`src/rtl/pong_ball.sv`:
```
// rtl/pong_ball.sv - Pong ball motion, wall/paddle bounce, miss detection and score pulses
module pong_ball #(
   parameter int SCREEN_W       = 640,
   parameter int SCREEN_H       = 480,
   parameter int BALL_SIZE      = 8,
   parameter int PADDLE_W       = 8,
   parameter int PADDLE_H       = 64,
   parameter int LEFT_PADDLE_X  = 16,
   parameter int RIGHT_PADDLE_X = 616,
   parameter int DX             = 2,
   parameter int DY             = 2,
   parameter int SERVE_FRAMES   = 60,
   parameter int XBIT_WIDTH     = 9,
   parameter int YBIT_WIDTH     = 8
) (
   input  logic                  clk,
   input  logic                  rst_n,
   input  logic                  frame_tick,
   input  logic                  start,
   input  logic [YBIT_WIDTH:0]   left_paddle_y,
   input  logic [YBIT_WIDTH:0]   right_paddle_y,
   output logic [XBIT_WIDTH:0]   ball_x,
   output logic [YBIT_WIDTH:0]   ball_y,
   output logic                  serving,
   output logic                  hit,
   output logic                  score_left,
   output logic                  score_right
);

   // bus widths, and one-bit-wider widths so comparisons never wrap
   localparam int XW = XBIT_WIDTH + 1;
   localparam int YW = YBIT_WIDTH + 1;
   localparam int XE = XBIT_WIDTH + 2;
   localparam int YE = YBIT_WIDTH + 2;
   localparam int CW = $clog2(SERVE_FRAMES + 1);

   localparam logic [XW-1:0] C_CX   = XW'((SCREEN_W - BALL_SIZE) / 2);
   localparam logic [YW-1:0] C_CY   = YW'((SCREEN_H - BALL_SIZE) / 2);
   localparam logic [XE-1:0] C_DX   = XE'(DX);
   localparam logic [XE-1:0] C_LF   = XE'(LEFT_PADDLE_X + PADDLE_W);
   localparam logic [XE-1:0] C_RF   = XE'(RIGHT_PADDLE_X - BALL_SIZE);
   localparam logic [XE-1:0] C_XMAX = XE'(SCREEN_W - BALL_SIZE);
   localparam logic [YE-1:0] C_DY   = YE'(DY);
   localparam logic [YE-1:0] C_BALL = YE'(BALL_SIZE);
   localparam logic [YE-1:0] C_H    = YE'(SCREEN_H);
   localparam logic [YE-1:0] C_YMAX = YE'(SCREEN_H - BALL_SIZE);
   localparam logic [YE-1:0] C_PH   = YE'(PADDLE_H);
   localparam logic [CW-1:0] C_LAST = CW'(SERVE_FRAMES - 1);

   typedef enum logic [1:0] {S_IDLE, S_SERVE, S_PLAY} state_t;

   state_t        r_state;
   logic [XW-1:0] r_ball_x;
   logic [YW-1:0] r_ball_y;
   logic          r_vx;        // 1 = moving right
   logic          r_vy;        // 1 = moving down
   logic [CW-1:0] r_cnt;
   logic          r_serving;
   logic          r_hit;
   logic          r_score_left;
   logic          r_score_right;

   logic [XE-1:0] w_xe;
   logic [YE-1:0] w_ye;
   logic [YE-1:0] w_pl;
   logic [YE-1:0] w_pr;
   logic          w_ovl_l;
   logic          w_ovl_r;
   logic [XW-1:0] w_nx;
   logic [YW-1:0] w_ny;
   logic          w_nvx;
   logic          w_nvy;
   logic          w_hit;
   logic          w_sl;
   logic          w_sr;

   assign w_xe = {1'b0, r_ball_x};
   assign w_ye = {1'b0, r_ball_y};
   assign w_pl = {1'b0, left_paddle_y};
   assign w_pr = {1'b0, right_paddle_y};

   // strict overlap on both edges: a corner touch does not count as a hit
   assign w_ovl_l = (w_ye + C_BALL > w_pl) && (w_ye < w_pl + C_PH);
   assign w_ovl_r = (w_ye + C_BALL > w_pr) && (w_ye < w_pr + C_PH);

   // next ball position for a PLAY tick; X and Y resolved independently
   always_comb begin
      w_ny  = r_ball_y;
      w_nvy = r_vy;
      w_nx  = r_ball_x;
      w_nvx = r_vx;
      w_hit = 1'b0;
      w_sl  = 1'b0;
      w_sr  = 1'b0;
      if (!r_vy && (w_ye < C_DY)) begin
         w_ny  = '0;
         w_nvy = 1'b1;
      end else if (r_vy && (w_ye + C_BALL + C_DY > C_H)) begin
         w_ny  = YW'(C_YMAX);
         w_nvy = 1'b0;
      end else if (r_vy) begin
         w_ny = YW'(w_ye + C_DY);
      end else begin
         w_ny = YW'(w_ye - C_DY);
      end
      if (!r_vx) begin
         if ((w_xe >= C_LF) && (w_xe < C_LF + C_DX) && w_ovl_l) begin
            w_nx  = XW'(C_LF);
            w_nvx = 1'b1;
            w_hit = 1'b1;
         end else if (w_xe < C_DX) begin
            w_sr = 1'b1;
         end else begin
            w_nx = XW'(w_xe - C_DX);
         end
      end else begin
         if ((w_xe <= C_RF) && (w_xe + C_DX > C_RF) && w_ovl_r) begin
            w_nx  = XW'(C_RF);
            w_nvx = 1'b0;
            w_hit = 1'b1;
         end else if (w_xe + C_DX > C_XMAX) begin
            w_sl = 1'b1;
         end else begin
            w_nx = XW'(w_xe + C_DX);
         end
      end
   end

   // game FSM: idle, serve countdown, and per-frame ball update with registered pulses
   always_ff @(posedge clk or negedge rst_n) begin
      if (!rst_n) begin
         r_state       <= S_IDLE;
         r_ball_x      <= C_CX;
         r_ball_y      <= C_CY;
         r_vx          <= 1'b1;
         r_vy          <= 1'b1;
         r_cnt         <= '0;
         r_serving     <= 1'b1;
         r_hit         <= 1'b0;
         r_score_left  <= 1'b0;
         r_score_right <= 1'b0;
      end else begin
         r_hit         <= 1'b0;
         r_score_left  <= 1'b0;
         r_score_right <= 1'b0;
         case (r_state)
            S_IDLE: begin
               r_ball_x <= C_CX;
               r_ball_y <= C_CY;
               if (start) begin
                  r_state <= S_SERVE;
                  r_cnt   <= '0;
                  r_vx    <= 1'b1;
               end
            end
            S_SERVE: begin
               r_ball_x <= C_CX;
               r_ball_y <= C_CY;
               if (frame_tick) begin
                  if (r_cnt == C_LAST) begin
                     r_state   <= S_PLAY;
                     r_cnt     <= '0;
                     r_serving <= 1'b0;
                  end else begin
                     r_cnt <= r_cnt + 1'b1;
                  end
               end
            end
            S_PLAY: begin
               if (frame_tick) begin
                  if (w_sl || w_sr) begin
                     // a miss re-centres the ball and serves toward whoever conceded
                     r_state       <= S_SERVE;
                     r_cnt         <= '0;
                     r_serving     <= 1'b1;
                     r_ball_x      <= C_CX;
                     r_ball_y      <= C_CY;
                     r_vx          <= w_sl;
                     r_score_left  <= w_sl;
                     r_score_right <= w_sr;
                  end else begin
                     r_ball_x <= w_nx;
                     r_ball_y <= w_ny;
                     r_vx     <= w_nvx;
                     r_vy     <= w_nvy;
                     r_hit    <= w_hit;
                  end
               end
            end
            default: begin
               r_state   <= S_IDLE;
               r_serving <= 1'b1;
            end
         endcase
      end
   end

   assign ball_x      = r_ball_x;
   assign ball_y      = r_ball_y;
   assign serving     = r_serving;
   assign hit         = r_hit;
   assign score_left  = r_score_left;
   assign score_right = r_score_right;

endmodule

```
`config.mk`:
```
export PLATFORM = sky130hd
export DESIGN_NAME = pong_ball
export DESIGN_NICKNAME = d
export VERILOG_FILES = /design/src/rtl/pong_ball.sv
export SDC_FILE = /design/constraint.sdc
export NUM_CORES = 1
export LEC_CHECK = 0
export CAP_MARGIN = 20
export CORE_ASPECT_RATIO = 0.9
export CORE_MARGIN = 8
export CORE_UTILIZATION = 50
export CTS_CLUSTER_DIAMETER = 40
export DETAILED_ROUTE_END_ITERATION = 8
export PLACE_DENSITY = 0.73
export SLEW_MARGIN = 0
export SYNTH_ARGS = -nofsm -noshare
export SYNTH_HDL_FRONTEND = slang
export SYNTH_SLANG_ARGS = --single-unit
```
`constraint.sdc`:
```
create_clock -name clk -period 3.1 [get_ports clk]
set_input_delay 0.775 -clock clk [delete_from_list [all_inputs] [get_ports clk]]
set_output_delay 0.775 -clock clk [all_outputs]
set_load 0.01 [all_outputs]
```
=== Word level (Yosys, flattened, before mapping) ===
Cells that the tools add are included.

* Equality and inequality tests: 10
* Mux-type cells: 57
* Add/subtract/negate cells: 9
* Magnitude comparators: 12
* Reduce and logical (&&, ||, !) cells: 23
* Bitwise gates (word level): 2

{| class="wikitable"
|+ Operator list
! cell !! count
|-
| 10-bit two-way mux || 7
|-
| 9-bit two-way mux || 5
|-
| 6-bit two-way mux || 5
|-
| 1-bit two-way mux || 29
|-
| 11-bit by 10-bit greater-than comparator with 1-bit output (second input constant) || 2
|-
| 9-bit by 7-bit adder with 10-bit output (second input constant) || 2
|-
| 10-bit by 9-bit greater-than comparator with 1-bit output || 2
|-
| 9-bit by 10-bit < comparator with 1-bit output || 2
|-
| 10-bit case mux with 2 select lines || 1
|-
| 6-bit case mux with 3 select lines || 1
|-
| 9-bit case mux with 2 select lines || 1
|-
| 5-bit AND reduction || 3
|-
| 10-bit by 2-bit adder with 11-bit output (second input constant) || 1
|-
| 10-bit by 2-bit adder with 10-bit output (second input constant) || 1
|-
| 9-bit by 4-bit adder with 10-bit output (second input constant) || 1
|-
| 10-bit by 5-bit greater-or-equal comparator with 1-bit output (second input constant) || 1
|-
| 10-bit by 9-bit greater-than comparator with 1-bit output (second input constant) || 1
|-
| 10-bit less-or-equal comparator (second input constant) || 1
|-
| 10-bit by 2-bit < comparator with 1-bit output (second input constant) || 1
|-
| 10-bit by 5-bit < comparator with 1-bit output (second input constant) || 1
|-
| 2-bit two-way mux || 5
|-
| 2-bit inequality test (second input constant) || 5
|-
| 5-bit inequality test (second input constant) || 2
|-
| 10-bit by 2-bit subtractor with 10-bit output (second input constant) || 1
|-
| 21 further kinds || 32
|}

* Output and inout bits: 23
* Input bits: 22
* Flip-flop bits (word level): 33
* Word-level logic and storage cells: 123

=== Longest topological paths before layout ===
Gate-level depths: netlist of the first run.

* Word-level depth: 10
* Mapped depth: 14
* Gate-level depth less buffers: 12

=== Worst setup path before layout of the first run ===
OpenSTA, ideal clock, no wires.

* Path kind: input to register
* Start point: in right_paddle_y[6]
* End point: reg r_ball_x[8], in the netlist ball_x[8]
* Data required time: 3017 ps
* Stages on the path: 11
* Library setup time: 83 ps
* Data arrival time: 2891 ps
* Slack: 125 ps
* Buffers on the path: 0
* Cell sequence: ha_1 -> inv_1 -> ha_1 -> a21o_1 -> a21o_1 -> a22oi_1 -> o211ai_1 -> a41oi_2 -> a21oi_1 -> a2111o_1 -> o311a_1

* Cells in the longest elaborated chain, start to end: 10
* Elaborated cells on any way between the ends: 16
* Those cells by class: add/sub (1); order compare (2); eq/ne (2); mux (7); reduce/logical (4)

{| class="wikitable"
|+ RTL lines
! what !! RTL line !! source
|-
| start, declared || 21 || <nowiki>input logic [YBIT_WIDTH:0] right_paddle_y,</nowiki>
|-
| 9-bit by 7-bit adder with 10-bit output || 84 || <nowiki>assign w_ovl_r = (w_ye + C_BALL > w_pr) && (w_ye < w_pr + C_PH);</nowiki>
|-
| 9-bit by 10-bit < comparator with 1-bit output || 84 ||
|-
| 1-bit logical AND * || 84 ||
|-
| 1-bit logical AND * || 117 || <nowiki>if ((w_xe <= C_RF) && (w_xe + C_DX > C_RF) && w_ovl_r) begin</nowiki>
|-
| 1-bit two-way mux || 117 ||
|-
| 1-bit two-way mux || 106 || <nowiki>if (!r_vx) begin</nowiki>
|-
| 1-bit logical OR || 171 || <nowiki>if (w_sl || w_sr) begin</nowiki>
|-
| 10-bit two-way mux || 171 ||
|-
| 10-bit two-way mux || 170 || <nowiki>if (frame_tick) begin</nowiki>
|-
| 10-bit case mux with 2 select lines || 146 || <nowiki>case (r_state)</nowiki>
|-
| end signal, assigned || 182 || <nowiki>r_ball_x <= w_nx;</nowiki>
|-
| end, declared || 53 || <nowiki>logic [XW-1:0] r_ball_x;</nowiki>
|}

Every way passes the cells marked *; elsewhere a longest branch is shown, timed or not. The select of a mux whose other input is x is not followed.
A chain may end at the register's enable or synchronous reset.

=== Worst setup path after layout of the first run ===
* Start point: in left_paddle_y[6]
* End point: reg r_ball_x[8], in the netlist ball_x[8]

* Cells in the longest elaborated chain, start to end: 10
* Elaborated cells on any way between the ends: 16
* Those cells by class: add/sub (1); order compare (2); eq/ne (2); mux (7); reduce/logical (4)

{| class="wikitable"
|+ RTL lines
! what !! RTL line !! source
|-
| start, declared || 20 || <nowiki>input logic [YBIT_WIDTH:0] left_paddle_y,</nowiki>
|-
| 9-bit by 7-bit adder with 10-bit output || 83 || <nowiki>assign w_ovl_l = (w_ye + C_BALL > w_pl) && (w_ye < w_pl + C_PH);</nowiki>
|-
| 9-bit by 10-bit < comparator with 1-bit output || 83 ||
|-
| 1-bit logical AND * || 83 ||
|-
| 1-bit logical AND * || 107 || <nowiki>if ((w_xe >= C_LF) && (w_xe < C_LF + C_DX) && w_ovl_l) begin</nowiki>
|-
| 1-bit two-way mux || 107 ||
|-
| 1-bit two-way mux || 106 ||
|-
| 1-bit logical OR || 171 ||
|-
| 10-bit two-way mux || 171 ||
|-
| 10-bit two-way mux || 170 ||
|-
| 10-bit case mux with 2 select lines || 146 ||
|}

Marks and branches as above.

==> results of run 1 <==
==> path summary, 6_finish.rpt <==
check	startpoint	endpoint	slack [ns]	cells past startpoint
worst min register to register	serving	serving	0.48	2
worst min-delay path	serving	serving	0.48	2
worst max register to register	ball_x[2]	ball_x[8]	0.16	11
worst max-delay path	left_paddle_y[6]	ball_x[8]	0.09	11
min in group asynchronous	rst_n	ball_x[7]	0.89	2
max in group asynchronous	rst_n	r_vy	1.88	2
==> where the power goes <==
part	switching [mW]	internal, mW
registers	0.0471	0.438
logic	0.138	0.135
clock network	0.158	0.179
total	0.344	0.753
==> metrics by stage <==
stage | total power [mW] | util [%] | area (um2)
5_1_grt | 1.155 | 67.33 | 4642
3_5_place_dp | 0.7381 | 62.25 | 4292
3_3_place_gp | 0.7286 | 62.25 | 4292
6_report | 1.096 | 67.33 | 4642
2_1_floorplan | 0.6371 | - | 3495
4_1_cts | 1.084 | 64.74 | 4463
==> layer usage <==
layer  up-vias  wire (um)  GRT usage, %
li1       1812          -             -
met1      1769       4769         28.09
met2       141       5075         35.17
met3        14        680         3.446
met4         0        111         6.137
met5         -          0             0
==> sequential cells by signal, summed over array words and instances, names as in the netlist <==
register and count:
hit 1, r_state 2, score_right 1, r_cnt 6, score_left 1, r_vx 1
serving 1, ball_x 9, ball_y 8, r_vy 1
==> cells by family after synthesis <==
logic type                 after synthesis  synth area share [%]
adders and majority gates               37                 13.26
buffers and inverters                   57                 6.953
other                                    1                0.1074
muxes                                    2                0.6451
xor gates and xnor gates                12                 3.549
DFF                                     31                 22.69
and+or+nand+nor                        153                 22.51
AOI/OAI and AO/OA                      146                 30.29
==> critical path, cell delays in order <==
cell,delay [ns]
clkdlybuf4s50_1,0.47
ha_1,0.23
inv_2,0.07
ha_4,0.19
a21o_1,0.16
a21oi_2,0.12
a31oi_1,0.06
or4_4,0.56
o21ai_4,0.24
a21oi_2,0.06
o311a_1,0.30
==> cells in the final DEF (no fill, tap or decap), types with 9 or more instances in the layout <==
cell | netlist | routed
buf_4 | 3 | 50
clkdlybuf4s50_1 | 0 | 38
nand2_1 | 35 | 34
nor2_1 | 32 | 32
inv_1 | 35 | 31
a21oi_1 | 34 | 30
ha_1 | 37 | 29
nand3_1 | 18 | 18
dfrtp_1 | 18 | 17
o21ai_0 | 19 | 15
nor3_1 | 14 | 14
o211ai_1 | 13 | 13
dfstp_2 | 13 | 13
a31oi_1 | 10 | 10
xnor2_1 | 9 | 9
==> final cells by class <==
class | instances | area (um2) | area share [%]
Clock buffer | 7 | 86.33 | 1.860
Clock inverter | 1 | 5.005 | 0.1078
Inverter | 36 | 135.1 | 2.911
Multi-Input combinational cell | 353 | 2634 | 56.74
Sequential cell | 31 | 793.3 | 17.09
Tap cell | 93 | 116.4 | 2.507
Timing Repair Buffer | 98 | 872.1 | 18.79
==> repair_timing <==
action	CTS	global route
setup buffers	3	4
setup endpoints to repair	27	25
pin swaps	7	14
hold buffers	0	0
endpoints found under the hold margin	0	0
resized for setup	12	36
gates cloned	1	0
==> flow_summary.ini, run 1 <==
[run_status]
status = finished clean

[sta]
slew-limit-headroom_pct = 56.28
clock_skew_ns = 0.008998
setup_ws_ns = 0.08586
drv_slew = 0
min_period_over_period_pct = 97.23
fin_tns_setup_ns = 0
whs_ns = 0.4776
setup_viol = 0
max_freq_ghz = 0.3318
tightest_slew_ns = 0.6499
final-hold-violation-count = 0
min_period_ns = 3.014

[floorplanning]
die_w_um = 104.1
ioPinCount = 45
start_util_pct = 50.64
die-area_um2 = 9915
coreArea_um2 = 6894
die_y_um = 95.27
rows = 29

[cts]
cts_buffer_depth = 2
insertion_delay_ns = 0.29
cts_tree = built
cts.sinks = 31
numCtsBuffers = 5
root_buffer = clkbuf_8
htreeDepth = 2
clk_pin_slew_ns = 0.07

[grt]
antenna_found_initial = 0
grt_usage_pct = 21.20
grt_pass1_wl_um = 17620
first_global_vias = 3605
grt.overflow.total = 0
grt_max_degree = 32

[logic_synthesis]
synth_top_area_share_pct = 13.26
syn_area_um2 = 3491
synth_common_cells = ha_1 (37), inv_1 (35), nand2_1 (35)
synthTopCellsByArea = ha_1 (13%), dfrtp_1 (13%), dfstp_2 (9.8%), a21oi_1 (4.9%), inv_1 (3.8%)
yosys_most_used_dff = dfrtp_1
syn_inst = 439
synth.distinct_cells = 78
ys_warn_count = 0
synth-seq-area-share_pct = 22.69
yosysMostFrequentCell = ha_1
yosysTopAreaCell = ha_1
syn_area_per_cell_um2 = 7.952
ys_ff_latch = 31
synth_edf_count = 0
ys_async_sr_fraction_pct = 100.0

[critical_path]
path_class = input port to flop
cp_data_arrival_time_ns = 3.23
cp_max_fo = 4
end_kind = flop
required_ns = 3.32
start_kind = input port

[final_layout]
area_delta_synth_final_pct = 32.97
drive_gt1_share_pct = 23.19
fill_cells = 577
antenna_cells = 0
nets = 584
fin_cells = 619

[drt]
viasPerCell = 6.036
drt_iter0_markers = 221
wl_um = 10640
via_count = 3736
postRouteAntennaNets = 0
wire_per_inst_um = 17.18
first_pass_iters = 5
drc_errors = 0

[place]
gp_congestion = 0.9172
placed_cells = 603
portBuffers = 42
pre_cts_ws_ns = -0.5306
dpl.hpwl_um = 7878

[job]
drv_cap = 0

[power]
p_leak_nw = 2.022
power_density_nw_per_um2 = 236.2
peakVddDrop_v = 0.0003007

[hold_path]
hp-class = flop to flop
(Power assumes the default switching activity.)
==> inputs of run 2 (changes only) <==
ABC_AREA = 1   (was unset)
REMOVE_ABC_BUFFERS = 1   (was unset)
==> run 2 against run 1 <==
Cell count increased by 4.8%; sequential share of layout area rose by 2.1 points; die area down 0.48%; final area decreased by 11%; synthesized cell count rose by 15%; critical path depth grew 5; flip-flop and latch count unchanged; clock power shrank 7.7%; wire length is 17% lower; core utilization down 7.4 points.
==> flow_summary.ini, run 2 <==
[place]
pre_cts_ws_ns = -0.09386
portBuffers = 42
placed_cells = 641
placed_area_um2 = 4023
gp_congestion = 0.9084
dpl.hpwl_um = 7086

[power]
power.total_mw = 1.793
power_density_nw_per_um2 = 434.0
p_leak_nw = 2.054
peakVddDrop_v = 0.0003610

[floorplanning]
rows = 29
die_w_um = 103.8
coreArea_um2 = 6894
start_util_pct = 50.34
die-area_um2 = 9868
ioPinCount = 45
die_y_um = 95.04

[job]
drv_cap = 0

[critical_path]
startpoint = ball_y[3]
cp_max_fo = 10
end_kind = flop
path_class = flop to flop
cp_data_arrival_time_ns = 3.08
rr_startpoint = ball_y[3]
required_ns = 3.28
start_kind = flop

[drt]
viasPerCell = 5.320
wire_per_inst_um = 13.65
via_count = 3453
postRouteAntennaNets = 0
drt_iter0_markers = 247
first_pass_iters = 4
drc_errors = 0
wl_um = 8858

[logic_synthesis]
syn_area_um2 = 3471
synth_common_cells = nand2_1 (115), inv_1 (73), nor2_1 (49)
syn_inst = 506
ys_ff_latch = 31
ys_warn_count = 0
synth_edf_count = 0
synth.distinct_cells = 43
synth_top_area_share_pct = 13.34
synthTopCellsByArea = ha_1 (13%), dfrtp_1 (13%), nand2_1 (12%), dfstp_2 (9.8%), inv_1 (7.9%)
yosysTopAreaCell = ha_1
yosysMostFrequentCell = nand2_1
syn_area_per_cell_um2 = 6.859
synth-seq-area-share_pct = 22.82
ys_async_sr_fraction_pct = 100.0
yosys_most_used_dff = dfrtp_1

[sta]
max_freq_ghz = 0.3453
setup_viol = 0
setup_ws_ns = 0.2038
min_period_over_period_pct = 93.43
fin_tns_setup_ns = 0
clock_skew_ns = 0.01037
slew-limit-headroom_pct = 57.21
drv_slew = 0
rsz0062_at_grt = yes
min_period_ns = 2.896
whs_ns = 0.4740
tightest_slew_ns = 0.6396
final-hold-violation-count = 0

[grt]
grt.overflow.total = 0
grt_pass1_wl_um = 15210
grt_usage_pct = 18.34
grt_max_degree = 32
first_global_vias = 3289
antenna_found_initial = 0

[cts]
insertion_delay_ns = 0.29
numCtsBuffers = 5
root_buffer = clkbuf_8
htreeDepth = 2
clk_pin_slew_ns = 0.07
cts_setup_buffers = 0
cts.sinks = 31
hold_buffers = 0
cts_tree = built
cts_buffer_depth = 2

[final_layout]
mostFrequentLayoutCells = nand2_1 (114), inv_1 (73), nor2_1 (47)
largest_register_ffs = 9
final_common_cell = nand2_1
drive_gt1_share_pct = 13.49
antenna_cells = 0
finalCoreUtilization_pct = 59.93
fill_cells = 636
area_delta_synth_final_pct = 19.03
nets = 614
final_cell_area_um2 = 4131
fin_cells = 649

[run_status]
status = finished clean

[hold_path]
hp-start = serving
hp-class = flop to flop
==> run 2: metal layers <==
layer	share of wire (%)	track usage, %	vias to the layer above
li1	-	-	1752
met1	48	24.28	1589
met2	46	31.06	105
met3	5.3	2.838	7
met4	0.64	4.212	0
met5	0	0	-
==> run 2: critical path: stages (launching register included) <==
cell     delay [ns]
dfstp_2        0.56
inv_1          0.15
nor2_2         0.19
xor2_1         0.27
inv_1          0.12
ha_1           0.28
nand3_1        0.06
nor2_1         0.22
nand3_1        0.12
nand2_1        0.08
nor2_1         0.06
nand3_4        0.10
nand3_4        0.11
nand3_4        0.17
nand3_4        0.13
nand2_1        0.10
nand2_1        0.05
==> run 2: power by group <==
part           leakage (nW)  switching (mW)  internal (mW)
sequential            0.381          0.0965          0.483
combinational          1.63           0.551          0.351
clock                0.0412           0.154          0.157
==> run 2: final timing paths <==
| check | endpoint | slack [ns] | cells past startpoint |
|---|---|---|---|
| max in group asynchronous | ball_y[6] | 1.89 | 2 |
| max | r_cnt[3] | 0.20 | 16 |
| max reg2reg | r_cnt[3] | 0.20 | 16 |
| min in group asynchronous | ball_x[9] | 0.88 | 2 |
| min | serving | 0.47 | 2 |
| min reg2reg | serving | 0.47 | 2 |
==> run 2: final cells by class <==
type	count	area [um2]	area share, %
Multi-Input combinational cell	383	2310	55.91
Clock buffer	6	72.57	1.757
Clock inverter	2	12.51	0.3028
Timing Repair Buffer	55	530.5	12.84
Sequential cell	31	793.3	19.20
Tap cell	93	116.4	2.816
Inverter	79	296.5	7.177
==> run 2: repair_timing <==
item                                    CTS  global route
endpoints found under the setup margin    0            18
hold endpoints to repair                  0             0
gates resized for setup                   0             7
==> run 2: cell families (layout without fill, tap and decap cells) <==
kind of cell,Yosys count,count (layout),synth area share [%]
AO/OA/AOI/OAI,73,73,13.41
XOR/XNOR,21,21,5.299
adder cells (fa/ha/maj),37,37,13.34
buffers and inverters,93,142,11.39
flip-flops,31,31,22.82
other,1,2,0.1080
AND/OR/NAND/NOR,250,250,33.63
